==> config.mk <==
export PLATFORM = sky130hd
export DESIGN_NAME = lap_recall_reader
export DESIGN_NICKNAME = d
export VERILOG_FILES = /design/src/rtl/stopwatch_pkg.sv /design/src/rtl/key_edge_sync.sv /design/src/rtl/lap_recall_reader.sv
export SDC_FILE = /design/constraint.sdc
export NUM_CORES = 1
export LEC_CHECK = 0
export ABC_AREA = 1
export CAP_MARGIN = 20
export CORE_ASPECT_RATIO = 1.2
export CORE_MARGIN = 1.5
export CORE_UTILIZATION = 46
export CTS_BUF_LIST = sky130_fd_sc_hd__clkbuf_2
export DETAILED_ROUTE_END_ITERATION = 12
export PLACE_DENSITY = 0.81
export SYNTH_ARGS = -nofsm -noshare
export SYNTH_HDL_FRONTEND = slang
export SYNTH_SLANG_ARGS = --single-unit
==> constraint.sdc <==
create_clock -name clk -period 1.84 [get_ports clk]
set_clock_uncertainty 0.05 [all_clocks]
set_input_delay 0.184 -clock clk [delete_from_list [all_inputs] [get_ports clk]]
set_output_delay 0.184 -clock clk [all_outputs]
set_load 0.05 [all_outputs]
==> src/rtl/stopwatch_pkg.sv <==
// Shared stopwatch definitions: record geometry, lap RAM layout and the
// recall-reader FSM encoding. The lap-record writer and the recall reader
// both import this package so they agree on where record n lives.
package stopwatch_pkg;

  localparam int DATA_W = 24;  // six BCD digits per lap record
  localparam int ADDR_W = 4;   // 16-entry lap RAM

  // RAM address of record 0; record n sits at (ADDR_BASE + n) mod 2^ADDR_W.
  localparam logic [ADDR_W-1:0] ADDR_BASE = 4'd1;

  typedef enum logic [1:0] {
    ST_IDLE  = 2'b00,
    ST_ISSUE = 2'b01,
    ST_WAIT  = 2'b10,
    ST_SHOW  = 2'b11
  } state_t;

  // Map a record index to its RAM address. The sum wraps naturally at ADDR_W bits.
  function automatic logic [ADDR_W-1:0] rec_addr(input logic [ADDR_W-1:0] idx);
    return ADDR_BASE + idx;
  endfunction

endpackage

==> src/rtl/key_edge_sync.sv <==
// Key conditioner: a 2-flop synchronizer, then a registered rising-edge
// detector. A key edge produces a one-cycle pulse 3 clk later.
// Ports:
//   clk   - system clock
//   rst   - synchronous active-high reset
//   key   - raw key level, asynchronous to clk
//   pulse - one-cycle pulse on each rising edge of key
module key_edge_sync (
  input  logic clk,
  input  logic rst,
  input  logic key,
  output logic pulse
);

  logic meta;
  logic sync;
  logic prev;

  // All flops clear to 0. A key held high through reset therefore looks like
  // a fresh press once reset releases.
  always_ff @(posedge clk) begin
    if (rst) begin
      meta  <= 1'b0;
      sync  <= 1'b0;
      prev  <= 1'b0;
      pulse <= 1'b0;
    end else begin
      // NOTE: non-blocking assignments make each stage sample the previous
      // stage's old value, which gives a real flop chain and not a wire.
      meta  <= key;
      sync  <= meta;
      prev  <= sync;
      pulse <= sync & ~prev;
    end
  end

endmodule

==> src/rtl/lap_recall_reader.sv <==
// Lap recall reader: steps through stored lap records from newest to oldest
// and wraps to the newest. For each step it issues one lap RAM read with a
// fixed latency and shows the captured record on the display. When not
// recalling, the live stopwatch count is shown.
// Ports:
//   clk, rst           - clock, synchronous active-high reset
//   key_next, key_exit - raw key levels, asynchronous to clk
//   wr_count           - number of valid records held by the writer
//   ram_q              - lap RAM read data, valid RD_LAT cycles after rd_en
//   watch_data         - live stopwatch count
//   rd_address, rd_en  - lap RAM read port
//   rec_index          - index of the record being shown
//   disp_out, disp_sel - display data; disp_sel=1 while a record is shown
//   busy               - a read is in flight (ISSUE or WAIT)
module lap_recall_reader #(
  parameter int DATA_W                 = stopwatch_pkg::DATA_W,
  parameter int ADDR_W                 = stopwatch_pkg::ADDR_W,
  parameter logic [ADDR_W-1:0] ADDR_BASE = stopwatch_pkg::ADDR_BASE,
  parameter int RD_LAT                 = 2
) (
  input  logic              clk,
  input  logic              rst,
  input  logic              key_next,
  input  logic              key_exit,
  input  logic [ADDR_W-1:0] wr_count,
  input  logic [DATA_W-1:0] ram_q,
  input  logic [DATA_W-1:0] watch_data,
  output logic [ADDR_W-1:0] rd_address,
  output logic              rd_en,
  output logic [ADDR_W-1:0] rec_index,
  output logic [DATA_W-1:0] disp_out,
  output logic              disp_sel,
  output logic              busy
);

  import stopwatch_pkg::*;

  logic next_p;
  logic exit_p;

  key_edge_sync u_sync_next (.clk(clk), .rst(rst), .key(key_next), .pulse(next_p));
  key_edge_sync u_sync_exit (.clk(clk), .rst(rst), .key(key_exit), .pulse(exit_p));

  state_t            state_q, state_d;
  logic [1:0]        cnt_q, cnt_d;      // enough for RD_LAT up to 3
  logic [DATA_W-1:0] captured_data, cap_d;
  logic              pending, pend_d;
  logic [ADDR_W-1:0] rec_d, addr_d;
  logic              sel_d;
  logic              abort;

  always_ff @(posedge clk) begin
    if (rst) begin
      state_q       <= ST_IDLE;
      cnt_q         <= '0;
      captured_data <= '0;
      pending       <= 1'b0;
      rec_index     <= '0;
      rd_address    <= '0;
      disp_sel      <= 1'b0;
    end else begin
      state_q       <= state_d;
      cnt_q         <= cnt_d;
      captured_data <= cap_d;
      pending       <= pend_d;
      rec_index     <= rec_d;
      rd_address    <= addr_d;
      disp_sel      <= sel_d;
    end
  end

  always_comb begin
    // NOTE: every signal gets its hold value first so that no path through
    // the case leaves one unassigned, which would infer a latch.
    state_d = state_q;
    cnt_d   = cnt_q;
    cap_d   = captured_data;
    pend_d  = pending;
    rec_d   = rec_index;
    addr_d  = rd_address;
    sel_d   = disp_sel;

    // Exit, an emptied RAM, or a shown index the writer no longer holds all
    // abandon recall. They share one priority and override any step.
    abort = (state_q != ST_IDLE) &&
            (exit_p || (wr_count == '0) || (rec_index >= wr_count));

    unique case (state_q)
      ST_IDLE: begin
        if (next_p && (wr_count != '0)) begin
          rec_d   = wr_count - 1'b1;
          addr_d  = rec_addr(rec_d);
          state_d = ST_ISSUE;
        end
      end
      ST_ISSUE: begin
        if (next_p) pend_d = 1'b1;
        cnt_d   = 2'(RD_LAT - 1);
        state_d = ST_WAIT;
      end
      ST_WAIT: begin
        if (next_p) pend_d = 1'b1;
        if (cnt_q == '0) begin
          cap_d   = ram_q;
          sel_d   = 1'b1;
          state_d = ST_SHOW;
        end else begin
          cnt_d = cnt_q - 1'b1;
        end
      end
      ST_SHOW: begin
        // A press queued during the read steps here, after disp_sel has
        // already been high for at least this cycle.
        if (next_p || pending) begin
          pend_d  = 1'b0;
          rec_d   = (rec_index == '0) ? wr_count - 1'b1 : rec_index - 1'b1;
          addr_d  = rec_addr(rec_d);
          state_d = ST_ISSUE;
        end
      end
      default: state_d = ST_IDLE;
    endcase

    if (abort) begin
      state_d = ST_IDLE;
      sel_d   = 1'b0;
      pend_d  = 1'b0;
      rec_d   = rec_index;
      addr_d  = rd_address;
      cap_d   = captured_data;
    end
  end

  // The read address is loaded on entry to ISSUE, so it is already valid
  // while the strobe is high and stays put through WAIT.
  assign rd_en    = (state_q == ST_ISSUE);
  assign busy     = (state_q == ST_ISSUE) || (state_q == ST_WAIT);
  assign disp_out = disp_sel ? captured_data : watch_data;

endmodule

Yosys cells after proc, flatten, opt, wreduce, memory -nomap -nowiden
Index checks and enable logic that the tools add are counted.
{ "totals": {"elab_cells": 74, "output_inout_bits": 35, "ff_bits": 46, "input_bits": 56} }
{ "classes": {"addsub": 5, "n_mux": 17, "magnitude_cmp": 1, "n_bitwise": 5, "n_reduce_logical": 23, "eq_ne": 8} }
{ "ops": {"columns": ["op", "n"], "rows": [
  ["2-to-1 mux 24 bit", 1],
  ["2-to-1 mux 4 bit", 5],
  ["one-hot mux 4 bit (2 select lines)", 2],
  ["AND reduction 3 bit", 3],
  ["adder 1 x 4 -> 4 bit, first input constant", 2],
  ["logical NOT 4 bit", 2],
  ["2-to-1 mux 2 bit", 4],
  ["!= test 2 bit, second input constant", 4],
  ["one-hot mux 2 bit (4 select lines)", 1],
  ["nonzero test 2 bit", 4],
  ["subtractor 4 x 1 -> 4 bit, second input constant", 2],
  ["equality test 2 bit, second input constant", 2],
  ["greater-or-equal comparator 4 bit", 1],
  ["logical NOT 2 bit", 2],
  ["logical OR 1 bit", 4],
  ["one-hot mux 2 bit (2 select lines)", 1],
  ["AND reduction 2 bit", 2],
  ["AND reduction 4 bit", 1],
  ["nonzero test 4 bit", 1],
  ["OR reduction 2 bit", 2],
  ["NOT 1 bit", 3],
  ["AND 1 bit", 2],
  ["equality test 2 x 1 -> 1 bit, second input constant", 1],
  ["logical AND 1 bit", 2],
  ["other kinds (4)", 5]
]} }

Logic depth before layout (Yosys ltp)
Gate-level depths: netlist of the first run.
{ "depth": {"ltp_word": 6, "depth_mapped": 13} }

Cells and area by module
Synthesis of the first run repeated with hierarchy kept, for this count alone.
{ "unflattened": {"hier_cells": 363, "area_unflattened_um2": 2451.1} }
{ "by_module_without_submodules": {"columns": ["module", "instances", "area_each_um2", "cells_per_inst"], "rows": [
  ["lap_recall_reader", 1, 2220.9, 339],
  ["key_edge_sync", 2, 115.1, 12]
]} }

Worst setup path after synthesis of the first run
No wires, ideal clock.
{ "synth_path": {"path_type": "reg2reg", "startpoint": "register rec_index[0]", "endpoint": "register rd_address[1]", "t_arrival_ps": 1930, "slack_ps": -255, "period_less_slack_ps": 2095, "n_path_buf": 0, "path_stages_with_launch": 12, "path_cell_list": "dfxtp_1 > inv_1 > ha_1 > nand2_1 > nand2_1 > nand2_1 > nand2_1 > nand2_1 > ha_1 > nand3b_1 > nand2_1 > nor2_1"} }
{ "synth_between": {"elab_chain_cells": 5} }
{ "synth_rtl": {"columns": ["item", "line", "source"], "rows": [
  ["start: declaration", "lap_recall_reader.sv:30", "output logic [ADDR_W-1:0] rec_index,"],
  ["start signal: assignment", "lap_recall_reader.sv:66", "rec_index <= rec_d;"],
  ["subtractor 4 x 1 -> 4 bit, or another cell as far along", "lap_recall_reader.sv:116", "rec_d = (rec_index == '0) ? wr_count - 1'b1 : rec_index - 1'b1;"],
  ["2-to-1 mux 4 bit or logical OR 1 bit (tied branches)", "lap_recall_reader.sv:116, lap_recall_reader.sv:86", null],
  ["adder 1 x 4 -> 4 bit or logical AND 1 bit (tied branches)", "stopwatch_pkg.sv:21, lap_recall_reader.sv:85", null],
  ["2-to-1 mux 4 bit or NOT 1 bit (tied branches)", null, null],
  ["one-hot mux 4 bit (2 select lines) or AND reduction 4 bit (tied branches)", null, null],
  ["end signal: assignment", "lap_recall_reader.sv:67", "rd_address <= addr_d;"],
  ["end: declaration", "lap_recall_reader.sv:28", "output logic [ADDR_W-1:0] rd_address,"]
]} }
Parallel ways exist; a longest one is shown, timed or not. The select of a mux whose other input is x is not followed.
A chain may end at the register's enable or synchronous reset.

Worst setup path in the final report of the first run
{ "layout_path": {"startpoint": "register rec_index[0]", "endpoint": "register rd_address[3]"} }
Same word-level chain as after synthesis.

==> out/qor.txt, run 1 <==
run status: completed
average wire length per cell after detail routing: 11.9 um
Root Driver: clkbuf_2
total number of vias: 2,612
setup repair after global routing missed its margin: false
final cell count without fillers: 526
cts hold-fix bufs: 0
total clock buffers created by CTS: 5
total placed cells including tap cells: 518
Avg Synthesized Cell Area: 6.91 sq um
Global Route Usage Sum: 21.6%
YS warnings: 0
FF+latch area: 930 sq um
Chip Height: 84.1 um
count of inserted antenna diode cells: 0
Core Region: 5300 sq um
DRC errors left: 0
die area: 5940 sq um
Final period util: 92.9%
Power Density: 982 nW/um^2
drt initial violations: 99
gpl congestion: 0.854
Critical Path End Type: register
count of different cell masters after synthesis: 29
number of input and output port buffers inserted: 90
number of sinks handled by clock tree synthesis: 46
effective utilization at floorplan: 47.6%
Placement Rows: 29
Setup violations, final: 0
tightest slew margin relative to the limit: 65.9%
largest net degree at the start of global routing: 35
number of filler instances in the final layout: 468
max-cap check violation count: 0
final design utilization: 68.0%
timing startpoint of the critical path: rec_index[0]
via count of the first global-routing pass: 2,482
cell area after placement: 3530 sq um
maximum ir drop on the vdd rail: 538 uV
finished layout cell area: 3600 sq um
peak fanout along the critical path: 4
Synth Net Count: 434
placed wire-length estimate: 4780 um
f_max: 0.585 GHz
Worst-Margin Slew: 510 ps
number of instances in the synthesized netlist: 365
# nets final: 533
most common library cell in the layout ignoring fill and taps: nand2_1
drt pass-1 iters: 4
vias per inst: 4.97
clock slew at reported path FFs: 210 ps
synthesized area: 2520 sq um
wire length of the first global-routing pass: 10,700 um
data arrival time of the critical path: 1980 ps
final count of pins violating max slew: 0
critical hold path startpoint: key_next
CTS H-tree lvls: 2
Worst-Skew Late Latency: 390 ps
fraction of the yosys area taken by sequential cells: 36.5%
die extent in x: 70.6 um
worst min path class: input pin to register
clock tree from TritonCTS: done
fraction of final layout cells with drive strength greater than 1: 21.1%
global-route congestion overflow total: 0
crit path launch type: register
Crit Path Class: register to register
flop and latch count out of synthesis: 46
Post-DRT Antenna Nets: 0
data required time at the worst endpoint: 2110 ps
aggregate routed wire length: 6270 um
initial antenna violation count: 0
leak pwr: 1.69 nW
Clock Tree Buf Depth: 2
setup total negative slack: 0 ps
reg2reg start: rec_index[0]
most frequent cells in the layout: nand2_1, clkdlybuf4s50_1, buf_4
Layout Area Growth over Synthesis: 42.9%
endpoints failing hold: 0
I/O pin total: 91
min cycle time layout: 1710 ps
Multi-input gate area: 1380 sq um
==> area by class of cell <==
| cell class | instances | area share, % |
|---|---|---|
| multi-input combinational | 267 | 38.3 |
| clock buffer | 6 | 0.834 |
| clock inverter | 1 | 0.208 |
| tap | 62 | 2.15 |
| timing repair buffer | 108 | 28.9 |
| sequential | 46 | 25.8 |
| inverter | 36 | 3.82 |
==> per-stage QoR <==
| stage | hold WS, ps | power [W] | setup WS [ps] |
|---|---|---|---|
| after global routing | 189 | 0.00378 | 8.40 |
| after floorplan | 241 | 0.00253 | -53.4 |
| after global placement | 327 | 0.00309 | -173 |
| after CTS | 200 | 0.00352 | 5.78 |
| final | 227 | 0.00354 | 131 |
| after detailed placement | 342 | 0.00315 | -236 |
==> timing repair <==
action                                  4_1_cts  5_1_grt
hold endpoints to repair                      0        0
resized for setup                             4       17
endpoints found under the setup margin        4       36
setup buffers                                 0        1
==> registers in the layout, summed over array words and instances (netlist names) <==
signal	flops
u_sync_exit.prev	1
disp_sel	1
u_sync_exit.sync	1
captured_data	24
rec_index	4
u_sync_exit.meta	1
cnt_q	2
u_sync_next.meta	1
state_q	2
u_sync_next.sync	1
u_sync_exit.pulse	1
u_sync_next.pulse	1
u_sync_next.prev	1
pending	1
rd_address	4
==> kinds of logic (layout without fill, tap and decap cells) <==
logic type	Yosys count	after routing	synth area share (%)
flops	46	46	36.5
buf+inv	52	151	9.23
simple gates	213	213	37.7
fa+ha+maj	13	13	6.45
compound gates	39	39	9.38
xor+xnor	2	2	0.695
==> where the power goes <==
part           total [W]  leakage, nW  internal (W)  switching (W)
clock           0.000402       0.0251     0.0000921       0.000309
sequential       0.00123        0.376       0.00114      0.0000968
combinational    0.00190         1.29      0.000702        0.00120
total            0.00354         1.69       0.00193        0.00161
==> Yosys cell counts (all sizes together) <==
library cell  count  share of area [%]
inv              34                5.1
nand3b            1               0.30
nand4             2               0.74
ha               13                6.5
dfxtp            46                 37
or2               2               0.50
nand2           136                 21
a31oi             1               0.25
o21bai            1               0.30
nor3              5                1.4
xor2              2               0.69
nand3            33                8.5
buf               6                2.4
a21oi            32                7.8
clkinv            2               0.30
o21ai             5               0.99
clkbuf           10                1.5
nor2             34                5.2
==> worst paths after layout <==
| kind | depth (start not counted) | endpoint | slack [ps] |
|---|---|---|---|
| setup / recovery | 12 | rd_address[3] | 130 |
| hold / removal | 3 | u_sync_next.meta | 230 |
| setup reg to reg | 12 | rd_address[3] | 130 |
| hold reg to reg | 1 | u_sync_next.pulse | 360 |
==> layer usage <==
layer	share of wire [%]	vias up	track usage, %	routed length [um]
li1	-	1340	-	-
met1	41	1174	25.3	2580
met2	51	90	39.3	3220
met3	6.3	8	4.95	393
met4	1.2	0	6.00	76
met5	0	-	0	0
==> critical path: stages, from the launching register on <==
cell and delay [ps]:
dfxtp_2 380, inv_2 80, ha_2 180, nand2_1 70, nand2_2 90, nand2_1 90
buf_4 150, o21ai_1 220, nor2_1 90, nand2_1 60, nand2_1 50, nor2_1 90
nor2_1 40
No activity file was read; power rests on OpenSTA's default activity.
==> run 2, diff against run 1 <==
MAX_ROUTING_LAYER = met4   (was unset)
==> run 2 against run 1 <==
Compared with the run above: fmax hardly changed; first-iteration DRC count is 6.1% higher; worst hold slack about the same; largest power group unchanged.
==> out/qor.txt, run 2 (synthesis gave the netlist of run 1 again) <==
crit path launch type: register (unchanged)
drt pass-1 iters: 6 (was 4)
leak pwr: 1.69 nW (unchanged)
P_int: 0.00193 W (about the same)
number of filler instances in the final layout: 468 (unchanged)
finished layout cell area: 3600 sq um (unchanged)
setup repair after global routing missed its margin: false (unchanged)
total placed cells including tap cells: 518 (unchanged)
total clock buffers created by CTS: 5 (unchanged)
tightest slew margin relative to the limit: 65.9% (about the same)
maximum ir drop on the vdd rail: 538 uV (about the same)
Clk network pwr share: 11.3% (was 11.4%)
run status: completed (unchanged)
f_max: 0.585 GHz (about the same)
die extent in x: 70.6 um (unchanged)
number of input and output port buffers inserted: 90 (unchanged)
most frequent cells in the layout: nand2_1, clkdlybuf4s50_1, buf_4 (unchanged)
total number of vias: 2,635 (was 2,612)
Global Route Usage Sum: 22.3% (was 21.6%)
FF-to-FF setup slack: 130 ps (about the same)
depth of the worst register-to-register path: 8 (was 12)
# nets final: 533 (unchanged)
CTS H-tree lvls: 2 (unchanged)
peak fanout along the critical path: 5 (was 4)
effective utilization at floorplan: 47.6% (unchanged)
Core Region: 5300 sq um (unchanged)
via count of the first global-routing pass: 2,484 (was 2,482)
endpoints failing hold: 0 (unchanged)
Clock Tree Buf Depth: 2 (unchanged)
Place WS: -236 ps (unchanged)
final cell count without fillers: 526 (unchanged)
Crit Path Class: register to register (unchanged)
data required time at the worst endpoint: 2120 ps (was 2110 ps)
Root Driver: clkbuf_2 (unchanged)
vias per inst: 5.01 (was 4.97)
worst min path class: input pin to register (unchanged)
r2r endpoint: state_q[1] (was rd_address[3])
Setup violations, final: 0 (unchanged)
aggregate routed wire length: 6260 um (was 6270 um)
Critical Path End Type: register (unchanged)
final design utilization: 68.0% (unchanged)
Final period util: 92.8% (was 92.9%)
global-route congestion overflow total: 0 (unchanged)
I/O pin total: 91 (unchanged)
final count of pins violating max slew: 0 (unchanged)
number of sinks handled by clock tree synthesis: 46 (unchanged)
Worst-Margin Slew: 510 ps (about the same)
wire length of the first global-routing pass: 10,700 um (about the same)
die area: 5940 sq um (unchanged)
cell depth of the worst min-delay path: 3 (unchanged)
Layout Area Growth over Synthesis: 42.9% (unchanged)
number of flip-flops in the largest register: 24 (unchanged)
average wire length per cell after detail routing: 11.9 um (about the same)
max-cap check violation count: 0 (unchanged)
Chip Height: 84.1 um (unchanged)
min cycle time layout: 1710 ps (about the same)
placed wire-length estimate: 4780 um (unchanged)
critical hold path startpoint: key_next (unchanged)
cell area after placement: 3530 sq um (unchanged)
Post-DRT Antenna Nets: 0 (unchanged)
power dissipated by switching net loads: 0.00161 W (about the same)
part of the power in registers: 34.9% (about the same)
data arrival time of the critical path: 1990 ps (was 1980 ps)
Power Density: 982 nW/um^2 (about the same)
timing startpoint of the critical path: state_q[0] (was rec_index[0])
clock tree from TritonCTS: done (unchanged)
clock slew at reported path FFs: 210 ps (about the same)
DRC errors left: 0 (unchanged)
Worst-Skew Late Latency: 390 ps (about the same)
count of inserted antenna diode cells: 0 (unchanged)
largest registers: captured_data (24), rd_address (4), rec_index (4) (unchanged)
Placement Rows: 29 (unchanged)
end point of the most critical hold path: u_sync_next.meta (unchanged)
most common library cell in the layout ignoring fill and taps: nand2_1 (unchanged)
drt initial violations: 105 (was 99)
part of the power in combinational logic: 53.8% (about the same)
largest net degree at the start of global routing: 35 (unchanged)
gpl congestion: 0.867 (was 0.854)
Biggest register: captured_data (unchanged)
initial antenna violation count: 0 (unchanged)
worst path setup slack after routing: 132 ps (was 131 ps)
fraction of final layout cells with drive strength greater than 1: 21.1% (unchanged)
sw frac: 45.4% (about the same)
reg2reg start: state_q[0] (was rec_index[0])
setup total negative slack: 0 ps (unchanged)
==> run 2: cell counts in the layout (fill, tap and decap cells not counted) <==
No cell type changed its count.
==> run 2: through the flow <==
step / hold slack, ps / power, W
3_5_place_dp: 342 / 0.00315
6_report: 227 / 0.00354
5_1_grt: 189 / 0.00378
4_1_cts: 200 / 0.00352
2_1_floorplan: 241 / 0.00253
3_3_place_gp: 327 / 0.00309
==> run 2: layer usage <==
metal / up-vias / wire [um] / global-route usage (%)
met5: - / 0 / -
met3: 12 / 327 / 3.99
li1: 1342 / - / -
met4: 0 / 89 / 6.00
met2: 97 / 3170 / 39.3
met1: 1184 / 2680 / 25.8
==> run 2: critical path: stages, from the launching register on <==
cell	delay (ps)
dfxtp_2	400
ha_1	260
inv_1	100
nor3_1	50
buf_4	140
nor2_1	70
o21ai_0	160
or2_2	310
a21oi_1	120
==> run 2: power groups by stage <==
stage / registers, W / clock network [W] / logic (W)
floorplan: 0.00147 / 0 / 0.00106
global placement: 0.00124 / 0 / 0.00185
detailed placement: 0.00125 / 0 / 0.00190
CTS: 0.00123 / 0.000414 / 0.00188
global route: 0.00126 / 0.000462 / 0.00206
finish: 0.00123 / 0.000401 / 0.00190
==> run 2: worst max-delay path by stage <==
stage          slack, ps                 to
2_1_floorplan        -50      rd_address[1]
3_3_place_gp        -170   captured_data[1]
4_1_cts                6      rd_address[1]
3_5_place_dp        -240  captured_data[18]
6_report             130         state_q[1]
5_1_grt                8  captured_data[21]
==> run 2: what timing repair did <==
action,4_1_cts,5_1_grt
setup endpoints to repair,4,36
cloned,0,0
setup buffers,0,1
gates resized for setup,4,17
hold buffers,0,0
endpoints found under the hold margin,0,0
==> run 2: layout make-up <==
class	count	area, sq um	area share, %
tap	62	77.6	2.15
inverter	36	138	3.82
clock buffer	6	30.0	0.834
sequential	46	930	25.8
clock inverter	1	7.51	0.208
timing repair buffer	108	1040	28.9
multi-input combinational	267	1380	38.3
==> run 3, diff against run 2 <==
GPL_TIMING_DRIVEN = 0   (was unset)
==> run 3 against run 2 <==
Compared with the run above: wire length grew 3.4%; register-to-register slack got worse by 70 ps; cell count up 0.57%; sequential power barely moved; total power up 4.5%; die area unchanged; sequential share of layout area is 0.30 points lower; largest cell class unchanged; largest power group unchanged; highest routed layer unchanged.
==> out/qor.txt, run 3 (synthesis gave the netlist of run 1 again) <==
run status: completed (unchanged)
number of input and output port buffers inserted: 89 (was 90)
Root Driver: clkbuf_2 (unchanged)
Post-DRT Antenna Nets: 0 (unchanged)
max-cap check violation count: 0 (unchanged)
min cycle time layout: 1780 ps (was 1710 ps)
most common library cell in the layout ignoring fill and taps: nand2_1 (unchanged)
depth of the worst register-to-register path: 11 (was 8)
drt pass-1 iters: 4 (was 6)
wire length of the first global-routing pass: 10,600 um (was 10,700 um)
placed wire-length estimate: 4760 um (was 4780 um)
Multi-input gate area: 1420 sq um (was 1380 sq um)
Critical Path End Type: register (unchanged)
tightest slew margin relative to the limit: 52.4% (was 65.9%)
number of sinks handled by clock tree synthesis: 46 (unchanged)
FF+latch area: 935 sq um (was 930 sq um)
gpl congestion: 0.831 (was 0.867)
Placement Rows: 29 (unchanged)
setup repair after global routing missed its margin: true (was false)
number of filler instances in the final layout: 462 (was 468)
leak pwr: 1.64 nW (was 1.69 nW)
die area: 5940 sq um (unchanged)
CTS H-tree lvls: 2 (unchanged)
total number of vias: 2,599 (was 2,635)
maximum ir drop on the vdd rail: 445 uV (was 538 uV)
final cell count without fillers: 529 (was 526)
f_max: 0.563 GHz (was 0.585 GHz)
Core Region: 5300 sq um (unchanged)
# nets final: 535 (was 533)
worst min path class: input pin to register (unchanged)
Chip Height: 84.1 um (unchanged)
cell depth of the worst min-delay path: 2 (was 3)
I/O pin total: 91 (unchanged)
Layout Area Growth over Synthesis: 45.3% (was 42.9%)
FF-to-FF setup slack: 60 ps (was 130 ps)
most frequent cells in the layout: nand2_1, clkdlybuf4s50_1, dfxtp_1 (was nand2_1, clkdlybuf4s50_1, buf_4)
Worst-Margin Slew: 714 ps (was 510 ps)
Setup violations, final: 0 (unchanged)
number of flip-flops in the largest register: 24 (unchanged)
final count of pins violating max slew: 0 (unchanged)
Biggest register: captured_data (unchanged)
endpoints failing hold: 0 (unchanged)
end point of the most critical hold path: captured_data[23] (was u_sync_next.meta)
critical hold path startpoint: rst (was key_next)
Clock Tree Buf Depth: 2 (unchanged)
Crit Path Class: register to register (unchanged)
fraction of final layout cells with drive strength greater than 1: 22.1% (was 21.1%)
drt initial violations: 136 (was 105)
average wire length per cell after detail routing: 12.2 um (was 11.9 um)
total clock buffers created by CTS: 5 (unchanged)
r2r endpoint: rd_address[1] (was state_q[1])
count of inserted antenna diode cells: 0 (unchanged)
data arrival time of the critical path: 2090 ps (was 1990 ps)
reg2reg start: rec_index[1] (was state_q[0])
clock slew at reported path FFs: 240 ps (was 210 ps)
DRC errors left: 0 (unchanged)
effective utilization at floorplan: 47.6% (unchanged)
total placed cells including tap cells: 516 (was 518)
Global Route Usage Sum: 22.3% (about the same)
Power Density: 1010 nW/um^2 (was 982 nW/um^2)
peak fanout along the critical path: 6 (was 5)
die extent in x: 70.6 um (unchanged)
initial antenna violation count: 0 (unchanged)
Final period util: 96.5% (was 92.8%)
Place WS: -428 ps (was -236 ps)
clock tree from TritonCTS: done (unchanged)
largest net degree at the start of global routing: 15 (was 35)
crit path launch type: register (unchanged)
worst path setup slack after routing: 63.7 ps (was 132 ps)
largest registers: captured_data (24), rd_address (4), rec_index (4) (unchanged)
vias per inst: 4.91 (was 5.01)
data required time at the worst endpoint: 2150 ps (was 2120 ps)
via count of the first global-routing pass: 2,502 (was 2,484)
aggregate routed wire length: 6480 um (was 6260 um)
Worst-Skew Late Latency: 440 ps (was 390 ps)
global-route congestion overflow total: 0 (unchanged)
run 3: cell types whose count changed in the layout (fill, tap and decap cells not counted), sizes merged:
| cell | previous run | this run |
|---|---|---|
| buf | 45 | 40 |
| clkdlybuf4s50 | 55 | 54 |
| bufinv | 0 | 1 |
| dlymetal6s2s | 5 | 0 |
| dlygate4sd2 | 3 | 9 |
| clkbuf | 6 | 12 |
| clkinv | 2 | 3 |
run 3: worst max path at each step:
stage,start,to,slack [ps],depth (start not counted)
after floorplan,rec_index[0],rd_address[1],-50,11
after global placement,disp_sel,disp_out[11],-430,5
after detailed placement,disp_sel,disp_out[9],-430,5
after CTS,state_q[1],rd_en,2,3
after global routing,disp_sel,disp_out[11],-6,6
final,rec_index[1],rd_address[1],60,11
run 3: cell type report:
cell class	count	area share, %
plain buffers	16	3.69
inverters	36	3.93
clock inverters	3	1.09
well taps	62	2.12
repair buffers	94	24.2
clock buffers	5	0.683
multi-input cells	267	38.7
flip-flops and latches	46	25.5
run 3: power breakdown:
part           internal [W]  leakage (nW)  total [W]  switching (W)
clock network      0.000225        0.0427   0.000562       0.000337
registers           0.00114         0.377    0.00124      0.0000968
logic              0.000680          1.22    0.00189        0.00122
total               0.00205          1.64    0.00370        0.00165
run 3: per-layer routing:
layer / track usage (%) / routed length, um / vias to the layer above
met3: 3.86 / 325 / 17
met4: 9.61 / 157 / 0
li1: - / - / 1345
met1: 25.6 / 2690 / 1150
met5: - / 0 / -
met2: 37.8 / 3310 / 87
run 3: timing repair:
action,CTS,global route
setup endpoints to repair,37,57
setup buffers,0,5
hold buffers,0,0
pin swaps,0,1
gates resized for setup,163,54
run 3: critical path, cell delays in order, from the launching register on:
cell and delay (ps):
dfxtp_2 410, inv_1 70, ha_2 180, nand2_1 80, nand2_2 100, nand2_4 100, nand2_1 70, nand2_2 100
ha_2 270, nand3b_1 150, nand2_1 70, nor2_1 40
run 3: through the flow:
step / util (%) / setup TNS (ps) / total power (W) / hold WS (ps) / cell area, sq um
2_1_floorplan: - / -53.4 / 0.00253 / 241 / 2530
3_3_place_gp: 66.0 / -16570 / 0.00306 / 330 / 3490
3_5_place_dp: 66.0 / -17660 / 0.00310 / 332 / 3490
4_1_cts: 66.7 / 0 / 0.00359 / 40.9 / 3530
5_1_grt: 69.2 / -16.8 / 0.00392 / 84.0 / 3660
6_report: 69.2 / 0 / 0.00370 / 52.8 / 3660
